$ cat src/rtl/ram_1c_1r_1w.sv
// ---------------------------------------------------------------------------
// ram_1c_1r_1w
// Single-clock RAM with one write port and one registered read port.
// Reading and writing the same address on the same edge returns the old word.
//
// Parameters:
//   Width           data word width in bits
//   Depth           number of words (any value >= 2)
//   ReportCollision when non-zero, a same-address read/write on one edge
//                   fires an assertion in simulation
//
// Ports:
//   clk        in   clock
//   i_wr_en    in   write strobe
//   i_wr_addr  in   write address
//   i_wr_data  in   write data
//   i_rd_en    in   read strobe; o_rd_data holds while low
//   i_rd_addr  in   read address
//   o_rd_data  out  word at i_rd_addr, one edge after the request
// ---------------------------------------------------------------------------
module ram_1c_1r_1w #(
  parameter  int Width           = 8,
  parameter  int Depth           = 128,
  parameter  int ReportCollision = 0,
  localparam int AddrBits        = $clog2(Depth)
) (
  input  logic                clk,
  input  logic                i_wr_en,
  input  logic [AddrBits-1:0] i_wr_addr,
  input  logic [Width-1:0]    i_wr_data,
  input  logic                i_rd_en,
  input  logic [AddrBits-1:0] i_rd_addr,
  output logic [Width-1:0]    o_rd_data
);

  // NOTE: storage has no reset; clearing a RAM array on reset would stop it
  // mapping onto block memory, and the FIFO never reads a word it did not write.
  logic [Width-1:0] r_mem [Depth];
  logic [Width-1:0] r_rd_data;

  // NOTE: clocked state uses non-blocking assignments so every register
  // samples pre-edge values regardless of statement order.
  always_ff @(posedge clk) begin
    if (i_wr_en) begin
      r_mem[i_wr_addr] <= i_wr_data;
    end
    if (i_rd_en) begin
      r_rd_data <= r_mem[i_rd_addr];
    end
  end

  assign o_rd_data = r_rd_data;

  a_no_collision : assert property (@(posedge clk)
    !((ReportCollision != 0) && i_wr_en && i_rd_en && (i_wr_addr == i_rd_addr)));

endmodule

$ cat src/rtl/fifo_1clk_prot.sv
// ---------------------------------------------------------------------------
// fifo_1clk_prot
// Single-clock look-ahead FIFO for the trace datapath. Refuses writes when
// full and reads when empty without touching its pointers, records such
// events in sticky flags, offers almost-full/almost-empty levels, a
// synchronous flush and a peak-occupancy watermark.
//
// Ports:
//   clk, rst       clock; synchronous active-high reset
//   flush          synchronous clear of contents (drops same-cycle requests)
//   wr_en/wr_data  write request and data
//   full           no free entries
//   almost_full    used >= AfullLevel
//   rd_en          pops the word currently on rd_data
//   rd_data        head word, valid while empty=0
//   empty          no readable entry
//   almost_empty   used <= AemptyLevel
//   used           entry count
//   max_used       peak of used since the last stat_clr
//   overflow       sticky: a write was refused
//   underflow      sticky: a read was refused
//   stat_clr       clears overflow, underflow and max_used
// ---------------------------------------------------------------------------
module fifo_1clk_prot #(
  parameter  int Width       = 8,
  parameter  int Depth       = 128,
  parameter  int AfullLevel  = Depth - 2,
  parameter  int AemptyLevel = 1,
  localparam int AddrBits    = $clog2(Depth),
  localparam int UsedBits    = $clog2(Depth + 1)
) (
  input  logic                clk,
  input  logic                rst,
  input  logic                flush,
  input  logic                wr_en,
  input  logic [Width-1:0]    wr_data,
  output logic                full,
  output logic                almost_full,
  input  logic                rd_en,
  output logic [Width-1:0]    rd_data,
  output logic                empty,
  output logic                almost_empty,
  output logic [UsedBits-1:0] used,
  output logic [UsedBits-1:0] max_used,
  output logic                overflow,
  output logic                underflow,
  input  logic                stat_clr
);

  // Pointer = {phase, address}; the phase flips each time the address wraps.
  localparam int PtrBits = AddrBits + 1;

  function automatic logic [PtrBits-1:0] inc_ptr(input logic [PtrBits-1:0] i_ptr);
    logic [AddrBits-1:0] v_addr;
    v_addr = i_ptr[AddrBits-1:0];
    if (v_addr == AddrBits'(Depth - 1)) begin
      return {~i_ptr[PtrBits-1], {AddrBits{1'b0}}};
    end
    return {i_ptr[PtrBits-1], v_addr + AddrBits'(1)};
  endfunction

  logic [PtrBits-1:0]  r_wr_ptr;
  logic [PtrBits-1:0]  r_rd_ptr;
  logic [UsedBits-1:0] r_used;
  logic [UsedBits-1:0] r_max_used;
  logic                r_empty;
  logic                r_full;
  logic                r_afull;
  logic                r_aempty;
  logic                r_overflow;
  logic                r_underflow;

  logic                w_wr_acc;
  logic                w_rd_acc;
  logic                w_wr_refused;
  logic                w_rd_refused;
  logic [PtrBits-1:0]  w_wr_ptr_next;
  logic [PtrBits-1:0]  w_rd_ptr_next;
  logic [UsedBits-1:0] w_used_next;
  logic [UsedBits-1:0] w_max_next;
  logic                w_empty_next;

  assign w_wr_acc     = wr_en & ~r_full  & ~flush;
  assign w_rd_acc     = rd_en & ~r_empty & ~flush;
  assign w_wr_refused = wr_en &  r_full  & ~flush;
  assign w_rd_refused = rd_en &  r_empty & ~flush;

  // NOTE: every signal gets a default before any branch, so no path through
  // this block can leave one unassigned and infer a latch.
  always_comb begin
    w_wr_ptr_next = r_wr_ptr;
    w_rd_ptr_next = r_rd_ptr;
    w_used_next   = r_used;
    if (flush) begin
      w_wr_ptr_next = '0;
      w_rd_ptr_next = '0;
      w_used_next   = '0;
    end else begin
      if (w_wr_acc) w_wr_ptr_next = inc_ptr(r_wr_ptr);
      if (w_rd_acc) w_rd_ptr_next = inc_ptr(r_rd_ptr);
      w_used_next = r_used + UsedBits'(w_wr_acc) - UsedBits'(w_rd_acc);
    end
  end

  // Empty compares against the pre-edge write pointer: a pop to empty shows
  // at once, while a fresh write into an empty FIFO is hidden for one more
  // cycle so the head read never lands on the word being written.
  assign w_empty_next = flush | (w_rd_ptr_next == r_wr_ptr);

  always_comb begin
    w_max_next = r_max_used;
    if (stat_clr) begin
      w_max_next = w_used_next;
    end else if (w_used_next > r_max_used) begin
      w_max_next = w_used_next;
    end
  end

  always_ff @(posedge clk) begin
    if (rst) begin
      r_wr_ptr    <= '0;
      r_rd_ptr    <= '0;
      r_used      <= '0;
      r_max_used  <= '0;
      r_empty     <= 1'b1;
      r_full      <= 1'b0;
      r_afull     <= (AfullLevel <= 0);
      r_aempty    <= (AemptyLevel >= 0);
      r_overflow  <= 1'b0;
      r_underflow <= 1'b0;
    end else begin
      r_wr_ptr    <= w_wr_ptr_next;
      r_rd_ptr    <= w_rd_ptr_next;
      r_used      <= w_used_next;
      r_max_used  <= w_max_next;
      r_empty     <= w_empty_next;
      r_full      <= (w_used_next == UsedBits'(Depth));
      r_afull     <= (w_used_next >= UsedBits'(AfullLevel));
      r_aempty    <= (w_used_next <= UsedBits'(AemptyLevel));
      // A refused request in the same cycle as stat_clr keeps its flag set.
      r_overflow  <= w_wr_refused | (r_overflow  & ~stat_clr);
      r_underflow <= w_rd_refused | (r_underflow & ~stat_clr);
    end
  end

  // The RAM is addressed with the next read pointer so the new head word is
  // already registered on rd_data in the cycle after a pop.
  ram_1c_1r_1w #(
    .Width          (Width),
    .Depth          (Depth),
    .ReportCollision(0)
  ) u_ram (
    .clk      (clk),
    .i_wr_en  (w_wr_acc),
    .i_wr_addr(r_wr_ptr[AddrBits-1:0]),
    .i_wr_data(wr_data),
    .i_rd_en  (1'b1),
    .i_rd_addr(w_rd_ptr_next[AddrBits-1:0]),
    .o_rd_data(rd_data)
  );

  assign full         = r_full;
  assign almost_full  = r_afull;
  assign empty        = r_empty;
  assign almost_empty = r_aempty;
  assign used         = r_used;
  assign max_used     = r_max_used;
  assign overflow     = r_overflow;
  assign underflow    = r_underflow;

endmodule

$ cat config.mk
export PLATFORM = sky130hd
export DESIGN_NAME = fifo_1clk_prot
export DESIGN_NICKNAME = d
export VERILOG_FILES = /design/src/rtl/ram_1c_1r_1w.sv /design/src/rtl/fifo_1clk_prot.sv
export SDC_FILE = /design/constraint.sdc
export NUM_CORES = 1
export LEC_CHECK = 0
export ABC_AREA = 1
export CAP_MARGIN = 15
export CORE_MARGIN = 2
export CORE_UTILIZATION = 55
export CTS_CLUSTER_DIAMETER = 100
export DETAILED_ROUTE_END_ITERATION = 8
export PLACE_DENSITY = 0.8
export SETUP_SLACK_MARGIN = 0.2
export SLEW_MARGIN = 10
export SYNTH_ARGS = -nofsm -noshare
export SYNTH_HDL_FRONTEND = slang
export SYNTH_HIERARCHICAL = 1
export SYNTH_SLANG_ARGS = --single-unit
$ cat constraint.sdc
create_clock -name clk -period 6 [get_ports clk]
set_input_delay 0.6 -clock clk [delete_from_list [all_inputs] [get_ports clk]]
set_output_delay 0.6 -clock clk [all_outputs]
set_load 0.01 [all_outputs]
==> impl_metrics.csv, run 1 <==
group,metric,value,unit
timing,setup_viol,0,
floorplanning,die_area,0.0831,mm2
detailed_routing,avgViaCountPerCell,6.05,
setup_path,crit_type,"input pin to flop",
setup_path,cp_data_arrival_time,4.84,ns
setup_path,required,6.44,ns
clock_tree,hold_buffers,0,
setup_path,path_max_fanout,269,
logic_synthesis,synth_cells,3892,
timing,fin_tns_setup,0,ns
hold_path,whs_endpoint,"u_ram/r_mem[29][7]",
timing,rsz0062_at_grt,"false",
finish,area_growth,9.41,%
detailed_routing,routedWlPerCell,22.0,um
detailed_routing,wl,110,mm
hold_path,hp-class,"input pin to flop",
setup_path,ff2ff_setup_slack,1.78,ns
logic_synthesis,ys_seq_area_share,71.4,%
timing,tightest_slew,1.44,ns
setup_path,cp-end-kind,"flop",
clock_tree,clock-sinks,1070,
logic_synthesis,yosysUniqueCellTypes,47,
setup_path,worst-path-buf-inv,4,
power_and_ir_drop,power_density,314,mW/mm2
finish,final_util,60.6,%
detailed_routing,drtPass1Iterations,6,
clock_tree,clk_pin_slew_worst_paths,0.06,ns
global_routing,grt_use_total,26.2,%
detailed_routing,ant_nets,0,
timing,layout_min_cycle_time,4.41,ns
setup_path,worstRegToRegCells,17,
power_and_ir_drop,peakVddDrop,0.248,mV
place,hpwl,60.3,mm
hold_path,hold_depth,1,
detailed_routing,drtIter0Drc,4946,
timing,hold_violations,0,
setup_path,path_delay_family,"simple AND/OR/NAND/NOR gates",
detailed_routing,post-route-drc-count,0,
clock_tree,tritoncts,"yes",
floorplanning,die_y,288,um
setup_path,timing.rr.end,"u_ram/o_rd_data[6]",
place,gp_congestion,0.889,
setup_path,crit_top_cell,"nand2_1",
timing,fin_skew,0.0276,ns
detailed_routing,via_count,30200,
logic_synthesis,synth_top_flop_cell,"edfxtp_1",
run,maxCapViolCount,0,
hold_path,holdCritStartpoint,"wr_data[7]",
clock_tree,ctsResizeCount,0,
timing,slew_viol_final,0,
logic_synthesis,synth_edf_count,1032,
logic_synthesis,ys_async_sr_fraction,0,%
floorplanning,core_area,0.0803,mm2
place,dp_cells,4806,
logic_synthesis,synth_warnings,6,
floorplanning,initial_core_util,55.4,%
setup_path,r2r-start,"r_rd_ptr[0]",
clock_tree,cts_made_buffers,103,
setup_path,cp_slowest_cell,"clkdlybuf4s50_1",
global_routing,grt_max_degree,270,
global_routing,grt_pass1_vias,29000,
floorplanning,rows,104,
floorplanning,die_x,288,um
clock_tree,cts_root_buffer,"clkbuf_16",
finish,drive_gt1_share,5.85,%
timing,maxSlewHeadroom,4.06,%
clock_tree,cts_buffer_depth,3,
clock_tree,htree_levels,3,
timing,fmax,227,MHz
clock_tree,insertion_delay,0.68,ns
power_and_ir_drop,p_leak,17.1,nW
logic_synthesis,synth.avg_cell_area,11.4,um2
clock_tree,cts_setup_buffers,0,
finish,nNetsFinal,3883,
global_routing,antenna_found_initial,3,
setup_path,start_kind,"input pin",
setup_path,cpPeakStageDelay,0.66,ns
status,run_status,"completed",
logic_synthesis,synth_area,0.0445,mm2
setup_path,crit_path_cell_trace,"clkdlybuf4s50_1 > inv_2 > nand2_4 > or3_1 > nand2_4 > inv_16 > buf_4 > nand2_1 > nand3_1 > nand3_1 > nand3_1 > nand2_1 > nand2_1 > nand3_1 > nand2_1 > nand2_1 > nand2_1",
floorplanning,pin_count,44,
logic_synthesis,ys_ff_latch,1070,
place,port_buffers,43,
global_routing,grt_pass1_wl,166,mm
timing,hold_slack,0.422,ns
timing,timing.final.crit_share,73.5,%
global_routing,grt.overflow.total,0,
finish,antennaDiodeCount,0,
finish,final_cells,4994,
cell usage in the layout (no fill, tap or decap), drive strengths merged, types with 2 or more instances in the layout:
cell type and count:
dfxtp 38, ha 17, inv 83, bufinv 12, xor2 7, clkbuf 125
clkinv 48, edfxtp 1032, clkdlybuf4s50 35, clkinvlp 2, nand4 4, nand3b 2
a21oi 17, nor3 19, or2 3, buf 47, nand2 1281, conb 8
nand3 950, xnor2 3, nor2 185, o21ai 5
per-stage QoR:
stage	cell area [um2]	power (mW)	setup WS (ns)
3_5_place_dp	45300	9.00	1.13
3_3_place_gp	45300	8.99	1.23
4_1_cts	48700	15.3	1.83
2_1_floorplan	44500	8.71	2.35
5_1_grt	48700	15.7	1.39
6_report	48700	15.3	1.59
how the worst max path moves through the flow:
stage          start                 end  slack, ns  cells past startpoint
6_report       flush  u_ram/o_rd_data[7]       1.59                     17
3_5_place_dp   flush         max_used[2]       1.13                     25
3_3_place_gp   flush         max_used[6]       1.23                     25
5_1_grt        flush         max_used[7]       1.39                     25
2_1_floorplan  flush         max_used[6]       2.35                     25
4_1_cts        flush         max_used[7]       1.83                     25
synth_stat cells, types with 2 or more instances:
cell type / number / area share [%]
buf_6: 23 / 0.58
buf_4: 41 / 0.69
buf_2: 121 / 1.4
nand2_4: 4 / 0.10
dfxtp_1: 38 / 1.7
nor2_1: 179 / 1.5
inv_2: 8 / 0.068
nand3_2: 4 / 0.090
nor2_2: 5 / 0.070
xor2_1: 7 / 0.14
nand4_1: 3 / 0.042
buf_1: 15 / 0.13
xnor2_1: 3 / 0.059
nand3_1: 945 / 11
nand2_1: 1276 / 11
clkbuf_1: 35 / 0.30
nor3_2: 3 / 0.068
ha_1: 17 / 0.48
edfxtp_1: 1032 / 70
o21ai_0: 3 / 0.034
nor3_1: 15 / 0.17
clkinv_1: 3 / 0.025
o21ai_1: 2 / 0.023
inv_1: 70 / 0.59
a21oi_1: 16 / 0.18
or2_1: 3 / 0.042
flip-flops by register name, summed over array words and instances (netlist names):
signal and flops:
r_rd_ptr 8, u_ram/r_mem 1024, almost_full 1, empty 1
almost_empty 1, underflow 1, max_used 8, used 8
full 1, u_ram/o_rd_data 8, overflow 1, r_wr_ptr 8
where the power goes:
part           internal [mW]  switching (mW)  total (mW)
combinational          0.183           0.403       0.586
sequential              8.23          0.0360        8.26
clock                   3.71            2.71        6.42
per-layer routing:
layer  part of all wire [%]  track usage (%)  vias up
met3                     12             5.72      296
met2                     48             42.3     1974
met5                  0.024                0        -
li1                       -                -    13500
met1                     36             34.8    14500
met4                    3.6             10.7        4
cell families (layout without fill, tap and decap cells):
| kind of cell | Yosys count | count (layout) | share of synthesized area (%) |
|---|---|---|---|
| and+or+nand+nor | 2448 | 2448 | 23.7 |
| DFF | 1070 | 1070 | 71.4 |
| buffers and inverters | 317 | 352 | 3.77 |
| AOI/OAI and AO/OA | 28 | 28 | 0.363 |
| adders and majority gates | 18 | 18 | 0.523 |
| xor gates and xnor gates | 10 | 10 | 0.197 |
| other | 1 | 8 | 0.00843 |
area by class of cell:
class	count	area, um2
sequential	1070	31800
fill	5766	31600
multi-input combinational	2512	11100
clock buffer	125	2690
tap	1060	1330
timing repair buffer	82	803
clock inverter	63	648
inverter	82	339
No activity file was read; power rests on OpenSTA's default activity.
==> inputs of run 2 (changes only) <==
PLACE_DENSITY = 0.83   (was 0.8)
clock period = 3.8 ns   (was 6 ns; I/O delays follow)
==> run 2 against run 1 <==
  * Critical path depth rose by 7
  * Wire length rose by 1.4%
  * Utilization rose by 0.70 points
  * Cell area rose by 1.2%
  * Cell count rose by 1.2%
  * Non-clock buffer count rose by 65
  * Clock-buffer cell count fell by 1
  * Highest routed layer is now met4
==> impl_metrics.csv, run 2 (same netlist as run 1, synthesis figures left out) <==
group,metric,value,unit
power_and_ir_drop,p_leak,17.4,nW
finish,nNetsFinal,3948,
power_and_ir_drop,pwr-share-clk,40.5,%
power_and_ir_drop,power_density,478,mW/mm2
clock_tree,cts_made_buffers,103,
finish,layout_common_cells,"1275 x nand2_1, 1032 x edfxtp_1, 945 x nand3_1",
finish,fillCellCount,5658,
floorplanning,die_y,288,um
setup_path,worstRegToRegCells,24,
detailed_routing,ant_nets,0,
power_and_ir_drop,power,23.5,mW
timing,slew_viol_final,0,
finish,antennaDiodeCount,0,
clock_tree,insertion_delay,0.69,ns
finish,seqCellArea,0.0318,mm2
power_and_ir_drop,intPower,18.5,mW
setup_path,cp_data_arrival_time,3.84,ns
place,gp_congestion,0.945,
clock_tree,clock-sinks,1070,
detailed_routing,avgViaCountPerCell,6.08,
power_and_ir_drop,net-switching-power,5.03,mW
setup_path,crit_type,"flop to flop",
timing,maxSlewHeadroom,32.5,%
power_and_ir_drop,power_frac_comb,4.1,%
global_routing,grt_util_met3,4.66,%
detailed_routing,post-route-drc-count,0,
global_routing,grt-busiest-layer,"met2",
clock_tree,clk_pin_slew_worst_paths,0.06,ns
clock_tree,hold_buffers,0,
timing,hold_violations,0,
setup_path,start_kind,"flop",
finish,multi_input_area,0.0111,mm2
finish,drive_gt1_share,7.29,%
global_routing,gr-usage-met1,34.7,%
power_and_ir_drop,p_seq_share,55.4,%
floorplanning,die_area,0.0831,mm2
detailed_routing,drtPass1Iterations,7,
timing,setup_viol,0,
finish,regMostFlops,"u_ram/r_mem",
place,dp_cells,4871,
global_routing,grt_pass1_wl,169,mm
setup_path,required,4.39,ns
power_and_ir_drop,p_sw_share,21.4,%
clock_tree,htree_levels,3,
finish,largest_reg_flops,1024,
finish,final_cells,5054,
clock_tree,tritoncts,"yes",
floorplanning,initial_core_util,55.4,%
hold_path,hold_depth,1,
timing,tightest_slew,1.01,ns
run,maxCapViolCount,0,
setup_path,cp-end-kind,"flop",
status,run_status,"completed",
place,port_buffers,43,
timing,layout_min_cycle_time,3.25,ns
finish,final_common_cell,"nand2_1",
place,hpwl,64.6,mm
detailed_routing,routedWlPerCell,22.1,um
global_routing,grt_pass1_vias,30000,
global_routing,grt_use_total,26.8,%
hold_path,hp-class,"input pin to flop",
timing,fmax,308,MHz
floorplanning,die_x,288,um
floorplanning,pin_count,44,
timing,timing.final.crit_share,85.5,%
detailed_routing,wl,112,mm
global_routing,grt.overflow.total,0,
clock_tree,cts_buffer_depth,3,
floorplanning,core_area,0.0803,mm2
detailed_routing,via_count,30700,
floorplanning,rows,104,
global_routing,grt_max_degree,129,
clock_tree,cts_root_buffer,"clkbuf_16",
global_routing,grt_use_met2,43.3,%
finish,final_util,61.3,%
timing,fin_skew,0.0372,ns
power_and_ir_drop,peakVddDrop,0.392,mV
finish,area_growth,10.7,%
timing,rsz0062_at_grt,"false",
place,dp_slack,-0.0466,ns
timing,finalWorstSetupSlack,0.550,ns
setup_path,path_max_fanout,10,
detailed_routing,drtIter0Drc,4893,
global_routing,antenna_found_initial,1,
## run 2: final timing paths
kind	end	start	slack, ns
max	max_used[6]	full	0.55
min	u_ram/r_mem[3][4]	wr_data[4]	0.29
max reg2reg	max_used[6]	full	0.55
min reg2reg	overflow	overflow	0.46
## run 2: metrics by stage
step	hold slack (ns)	TNS, ns	cell area (um2)
2_1_floorplan	0.472	0	44500
3_3_place_gp	0.452	0	46100
3_5_place_dp	0.458	-0.194	46100
4_1_cts	0.275	0	49200
5_1_grt	0.305	0	49200
6_report	0.286	0	49200
## run 2: metal layers
| metal | routed length, um | up-vias |
|---|---|---|
| li1 | - | 13600 |
| met1 | 39300 | 14600 |
| met2 | 53100 | 2139 |
| met3 | 13000 | 412 |
| met4 | 6210 | 0 |
| met5 | 0 | - |
## run 2: worst max-delay path, cell delays in order, from the launching register on
cell	delay [ns]
dfxtp_2	0.35
nor3_4	0.19
inv_2	0.06
ha_1	0.27
inv_1	0.04
ha_1	0.20
fa_1	0.39
a31oi_1	0.14
inv_1	0.07
nand2_1	0.07
nand2_1	0.05
nand2_1	0.07
nand3_1	0.08
nand3_1	0.11
inv_1	0.06
ha_1	0.26
nand2_1	0.07
nor2_2	0.10
nand4_1	0.12
nand3_2	0.10
nand2_4	0.08
nand2_4	0.11
nand2_1	0.06
nand2_1	0.07
nor2_2	0.04
## run 2: power groups by stage
stage | clock, mW | sequential (mW) | combinational (mW)
6_report | 9.54 | 13.0 | 0.962
5_1_grt | 10.0 | 13.0 | 1.05
4_1_cts | 9.59 | 13.0 | 0.950
3_5_place_dp | 0 | 13.3 | 0.943
3_3_place_gp | 0 | 13.3 | 0.920
2_1_floorplan | 0 | 13.3 | 0.459
## run 2: cell type report
class                      count  share of cell area (%)
clock buffer                 124                    5.44
clock inverter                59                   0.859
inverter                      82                   0.679
multi-input combinational   2512                    22.6
sequential                  1070                    64.5
tap                         1060                    2.69
timing repair buffer         147                    3.26
## run 2: timing repair
| item | 4_1_cts | 5_1_grt |
|---|---|---|
| resized for setup | 0 | 3 |
| setup buffers | 0 | 0 |
| setup endpoints to repair | 0 | 5 |
